## config.mk

```make
export PLATFORM = sky130hd
export DESIGN_NAME = alien_laser_ctrl
export DESIGN_NICKNAME = d
export VERILOG_FILES = /design/src/rtl/alien_laser_ctrl.sv
export SDC_FILE = /design/constraint.sdc
export NUM_CORES = 1
export LEC_CHECK = 0
export ABC_AREA = 1
export ABC_CLOCK_PERIOD_IN_PS = 2670
export BUFFER_PORTS_ARGS = -buffer_cell sky130_fd_sc_hd__buf_4
export CAP_MARGIN = 10
export CORE_MARGIN = 1
export CORE_UTILIZATION = 40
export CTS_BUF_LIST = sky130_fd_sc_hd__clkbuf_4 sky130_fd_sc_hd__clkbuf_8 sky130_fd_sc_hd__clkbuf_16
export DETAILED_ROUTE_END_ITERATION = 12
export HOLD_SLACK_MARGIN = 0.08
export SETUP_SLACK_MARGIN = 0.02
export SYNTH_ARGS = -nofsm -noshare
export SYNTH_HDL_FRONTEND = slang
export SYNTH_SLANG_ARGS = --single-unit
export TNS_END_PERCENT = 100
```

## constraint.sdc

```tcl
create_clock -name clk -period 2.67 [get_ports clk]
set_input_delay 0.267 -clock clk [delete_from_list [all_inputs] [get_ports clk]]
set_output_delay 0.267 -clock clk [all_outputs]
set_load 0.01 [all_outputs]
```

## src/rtl/alien_laser_ctrl.sv

```systemverilog
// Alien laser slot controller: three laser slots that accept fire requests,
// fall at a fixed tick rate and retire on barrier hit, ship hit or screen bottom.
module alien_laser_ctrl #(
  parameter logic [19:0] MOVE_DIV      = 20'd400000,
  parameter logic [9:0]  STEP          = 10'd2,
  parameter logic [9:0]  LASER_HEIGHT  = 10'd10,
  parameter logic [9:0]  SCREEN_BOTTOM = 10'd480,
  parameter logic [3:0]  FIRE_GAP      = 4'd8,
  parameter logic [9:0]  PARK_X        = 10'd0,
  parameter logic [9:0]  PARK_Y        = 10'd0
) (
  input  logic        clk,
  input  logic        rst,
  input  logic        mode,
  input  logic        fireReq,
  input  logic [9:0]  fireX,
  input  logic [9:0]  fireY,
  output logic        fireAck,
  input  logic [2:0]  alienLaserHit,
  input  logic [2:0]  shipHit,
  output logic [29:0] alienLaserXcoord,
  output logic [29:0] alienLaserYcoord,
  output logic [2:0]  laserActive,
  output logic        shipHitOut
);

  typedef enum logic {StIdle, StActive} slot_st_e;

  slot_st_e          st_q [3];
  slot_st_e          st_d [3];
  logic [2:0][9:0]   x_q, x_d;
  logic [2:0][9:0]   y_q, y_d;
  logic [19:0]       tick_cnt_q, tick_cnt_d;
  logic              tick_q, tick_d;
  logic [3:0]        gap_q, gap_d;
  logic              fire_ack_q, fire_ack_d;
  logic              ship_hit_out_q, ship_hit_out_d;

  logic [2:0]        idle;
  logic [2:0]        retire;
  logic [2:0]        load_sel;
  logic              fire_ok;
  logic [10:0]       bottom_sum [3];

  // Retire detection and lowest-index free slot selection from start-of-cycle state
  always_comb begin
    for (int i = 0; i < 3; i++) begin
      idle[i]       = (st_q[i] == StIdle);
      bottom_sum[i] = {1'b0, y_q[i]} + {1'b0, LASER_HEIGHT};
      retire[i]     = (st_q[i] == StActive) &&
                      (alienLaserHit[i] || shipHit[i] ||
                       (bottom_sum[i] >= {1'b0, SCREEN_BOTTOM}));
    end
    fire_ok     = fireReq && (gap_q == 4'd0) && (|idle);
    load_sel[0] = fire_ok && idle[0];
    load_sel[1] = fire_ok && idle[1] && !idle[0];
    load_sel[2] = fire_ok && idle[2] && !idle[1] && !idle[0];
  end

  // Next state: tick divider, fire gap, per-slot retire > move > load
  always_comb begin
    tick_cnt_d     = (tick_cnt_q == MOVE_DIV - 20'd1) ? 20'd0 : tick_cnt_q + 20'd1;
    tick_d         = (tick_cnt_q == MOVE_DIV - 20'd1);
    gap_d          = gap_q;
    fire_ack_d     = fire_ok;
    ship_hit_out_d = 1'b0;
    st_d           = st_q;
    x_d            = x_q;
    y_d            = y_q;

    if (fire_ok) begin
      gap_d = FIRE_GAP;
    end else if (tick_q && (gap_q != 4'd0)) begin
      gap_d = gap_q - 4'd1;
    end

    for (int i = 0; i < 3; i++) begin
      if (retire[i]) begin
        st_d[i] = StIdle;
        x_d[i]  = PARK_X;
        y_d[i]  = PARK_Y;
        if (shipHit[i]) ship_hit_out_d = 1'b1;
      end else if ((st_q[i] == StActive) && tick_q) begin
        y_d[i] = y_q[i] + STEP;
      end else if (load_sel[i]) begin
        st_d[i] = StActive;
        x_d[i]  = fireX;
        y_d[i]  = fireY;
      end
    end
  end

  // State registers; rst and attract mode both clear everything synchronously
  always_ff @(posedge clk) begin
    if (rst || !mode) begin
      tick_cnt_q     <= 20'd0;
      tick_q         <= 1'b0;
      gap_q          <= 4'd0;
      fire_ack_q     <= 1'b0;
      ship_hit_out_q <= 1'b0;
      for (int i = 0; i < 3; i++) begin
        st_q[i] <= StIdle;
        x_q[i]  <= PARK_X;
        y_q[i]  <= PARK_Y;
      end
    end else begin
      tick_cnt_q     <= tick_cnt_d;
      tick_q         <= tick_d;
      gap_q          <= gap_d;
      fire_ack_q     <= fire_ack_d;
      ship_hit_out_q <= ship_hit_out_d;
      st_q           <= st_d;
      x_q            <= x_d;
      y_q            <= y_d;
    end
  end

  // Registered outputs
  always_comb begin
    for (int i = 0; i < 3; i++) begin
      laserActive[i] = (st_q[i] == StActive);
    end
    alienLaserXcoord = x_q;
    alienLaserYcoord = y_q;
    fireAck          = fire_ack_q;
    shipHitOut       = ship_hit_out_q;
  end

endmodule
```

==> results.md <==
* Worst R2R Path Depth at 9
* CTS tree: built
* Max Clock Skew at 0.005911 ns
* Post-synth ARST share at 0%
* Synthesized area per cell at 6.913 sq um
* Clock root buffer: clkbuf_16
* Vias in the first global route at approximately 4100
* Core ar. at 11080 sq um
* Yosys top cell by area: dfxtp_1
* DRT iter0 DRCs at 401
* PD cells at 497.9 nW/um^2
* Tot GR Track Use at 21.78%
* Routed length per instance at 13.68 microns
* Crit Path Category: reg2reg
* PortBufs at 94
* Sequential-to-total area share from yosys stat at about 39%
* Clock transition at path regs at 0.06 ns
* FMAX at approximately 0.52 GHz
* Hold WC Path Type: in2reg
* Worst Path Required at roughly 2.9 ns
* Layout cells sized above 1 at 20.23%
* Max VDD drop at 319.5 uV
* Post-CTS sizing at 0
* Leak at 2.518 nW
* RSZ-0062 raised after global routing: false
* Max Cap Viol at 0
* Die ar. at 12050 sq um
* # hold bufs at CTS at 0
* Post-synth top area share at 38.78%
* Final antenna-violating net count at 0
* Crit-path max FO at 10
* Worst Hold Path Cells at 3
* Ranking of synthesized cells by area: dfxtp_1 39%, nand2_1 12%, nor2_1 7.8%
* CP Launch Type: register
* CTS sink cnt at 90
* Post-route clock period utilization at 71.93%
* First-pass GRT wire length at 20160 microns
* Slew Limit Fails at 0
* Most numerous cell in the Yosys netlist: nand2_1
* Core Util, Final at between 50% and 60%
* Area Growth Syn to Fin at 23.70%
* Die Width at 109.8 microns
* Dpl hpwl at about 9300 microns
* Synthesized area at 4646 sq um
* Final nets at 804
* Post-route minimum period at 1.920 ns
* Post-Route WL at 12470 microns
* Die Y at ~110 microns
* Total CTS buffers at 9
* Synth cell count leaders: 147 x nand2_1, 97 x nor2_1, 95 x inv_1
* Number of antenna violations at the first check in global routing at 0
* Setup TNS at 0 ns
* DRC at 0
* Number of synthesized flops with an enable pin at 0
* Clock Path Buffers at 2
* #FFs+latches synth at 90
* Starting Density at 41.94%
* Syn Nets at 708
* Antenna cell count at 0
* Vias at roughly 4500
* GRT overflow at 0
* Run status: finished clean
* Setup Viol. Count Final at 0
* H-tree depth at 3
* I/O pins at 95
* Drt first pass iters at 5
* Final Hold Violating Endpoints at 0
* FP Rows at 38
* DR vias/cell at 4.975
* Post-CTS Setup Inserts at 0
* Synth cell types at 38
* Setup crit end kind: register
* Worst Tran Pin Value at 0.6504 ns
* Slew margin rel. at around 56%
* Ys flop type: dfxtp_1
* Routability cong. at between 0.9 and 1
* Largest net degree at the start of global routing at 22
* YS warnings at 0
* Mapped Cells at 672
* Worst-Skew Late Latency at 0.34 ns
* WP data arrival at ~2.1 ns
## metal layers
layer	global-route usage (%)	share of wire (%)
met1	30.01	48
met2	32.97	45
met3	5.098	6.1
met4	8.095	1.4
met5	0	0
## sequential cells by signal (all words and copies together), names as in the netlist
name              flops
alienLaserXcoord     30
alienLaserYcoord     30
tick_cnt_q           20
gap_q                 4
laserActive           3
fireAck               1
shipHitOut            1
tick_q                1
## worst paths after layout
path	startpoint	slack (ns)	end
max	gap_q[0]$_SDFFE_PP0P_	0.75	alienLaserYcoord[1]$_SDFFE_PP0P_
min	fireX[8]	0.20	alienLaserXcoord[28]$_SDFFE_PP0P_
max reg2reg	gap_q[0]$_SDFFE_PP0P_	0.75	alienLaserYcoord[1]$_SDFFE_PP0P_
min reg2reg	tick_cnt_q[0]$_SDFF_PP0_	0.45	tick_cnt_q[0]$_SDFF_PP0_
## layout by cell type, fill, tap and decap left out, drive strengths merged
cell type    n
a21boi       1
a21oi       34
a22o         1
a22oi        1
a31oi        2
buf         99
bufinv       1
clkbuf      11
clkinv       3
dfxtp       90
ha           6
inv         96
mux2i       21
nand2      153
nand3       37
nand3b       1
nand4       10
nor2       127
nor3        18
nor3b        1
nor4         1
o211ai       4
o21ai       30
o221ai       2
o22ai       10
o2bb2ai      1
o31ai        1
or2          3
xnor2        2
xor2         4
## stage by stage
stage	total power [W]	hold WS [ns]	instance area (sq um)	cells	setup slack [ns]
6_report	0.002861	0.2004	5747	911	0.7496
5_1_grt	0.002988	0.2014	5747	911	0.5106
4_1_cts	0.002903	0.1897	5747	911	0.7431
3_5_place_dp	0.001636	0.4451	5454	897	0.7707
3_3_place_gp	0.001635	0.4326	5454	897	0.8039
2_1_floorplan	0.001541	0.4175	4646	672	1.127
## cell families (layout without fill, tap and decap cells)
family / count (synthesis) / in the layout / synth area share [%]
AND/OR/NAND/NOR: 351 / 351 / 33.15
buffers and inverters: 111 / 210 / 10.21
flip-flops: 90 / 90 / 38.78
AO/OA/AOI/OAI: 87 / 87 / 10.58
multiplexers: 21 / 21 / 4.525
adder cells (fa/ha/maj): 6 / 6 / 1.616
XOR/XNOR: 6 / 6 / 1.131
## cell type report
class,count,area [sq um]
Fill cell,1146,5331
Multi-Input combinational cell,471,2370
Sequential cell,90,1802
Timing Repair Buffer,99,743.2
Inverter,97,364.1
Clock buffer,11,252.7
Tap cell,140,175.2
Clock inverter,3,40.04
## critical path, cell delays in order, from the launching register on
cell      delay (ns)
dfxtp_1         0.32
inv_1           0.10
ha_1            0.20
nand2_2         0.12
nor2_4          0.14
o211ai_2        0.23
nand2_1         0.27
inv_1           0.14
a21oi_1         0.21
nor2_2          0.05
## power breakdown
group,internal [W],switching [W],total [W]
sequential,0.00136,0.0000179,0.00138
combinational,0.0000927,0.000137,0.000230
clock,0.000762,0.000491,0.00125
Power figures use the tool's default switching activity.
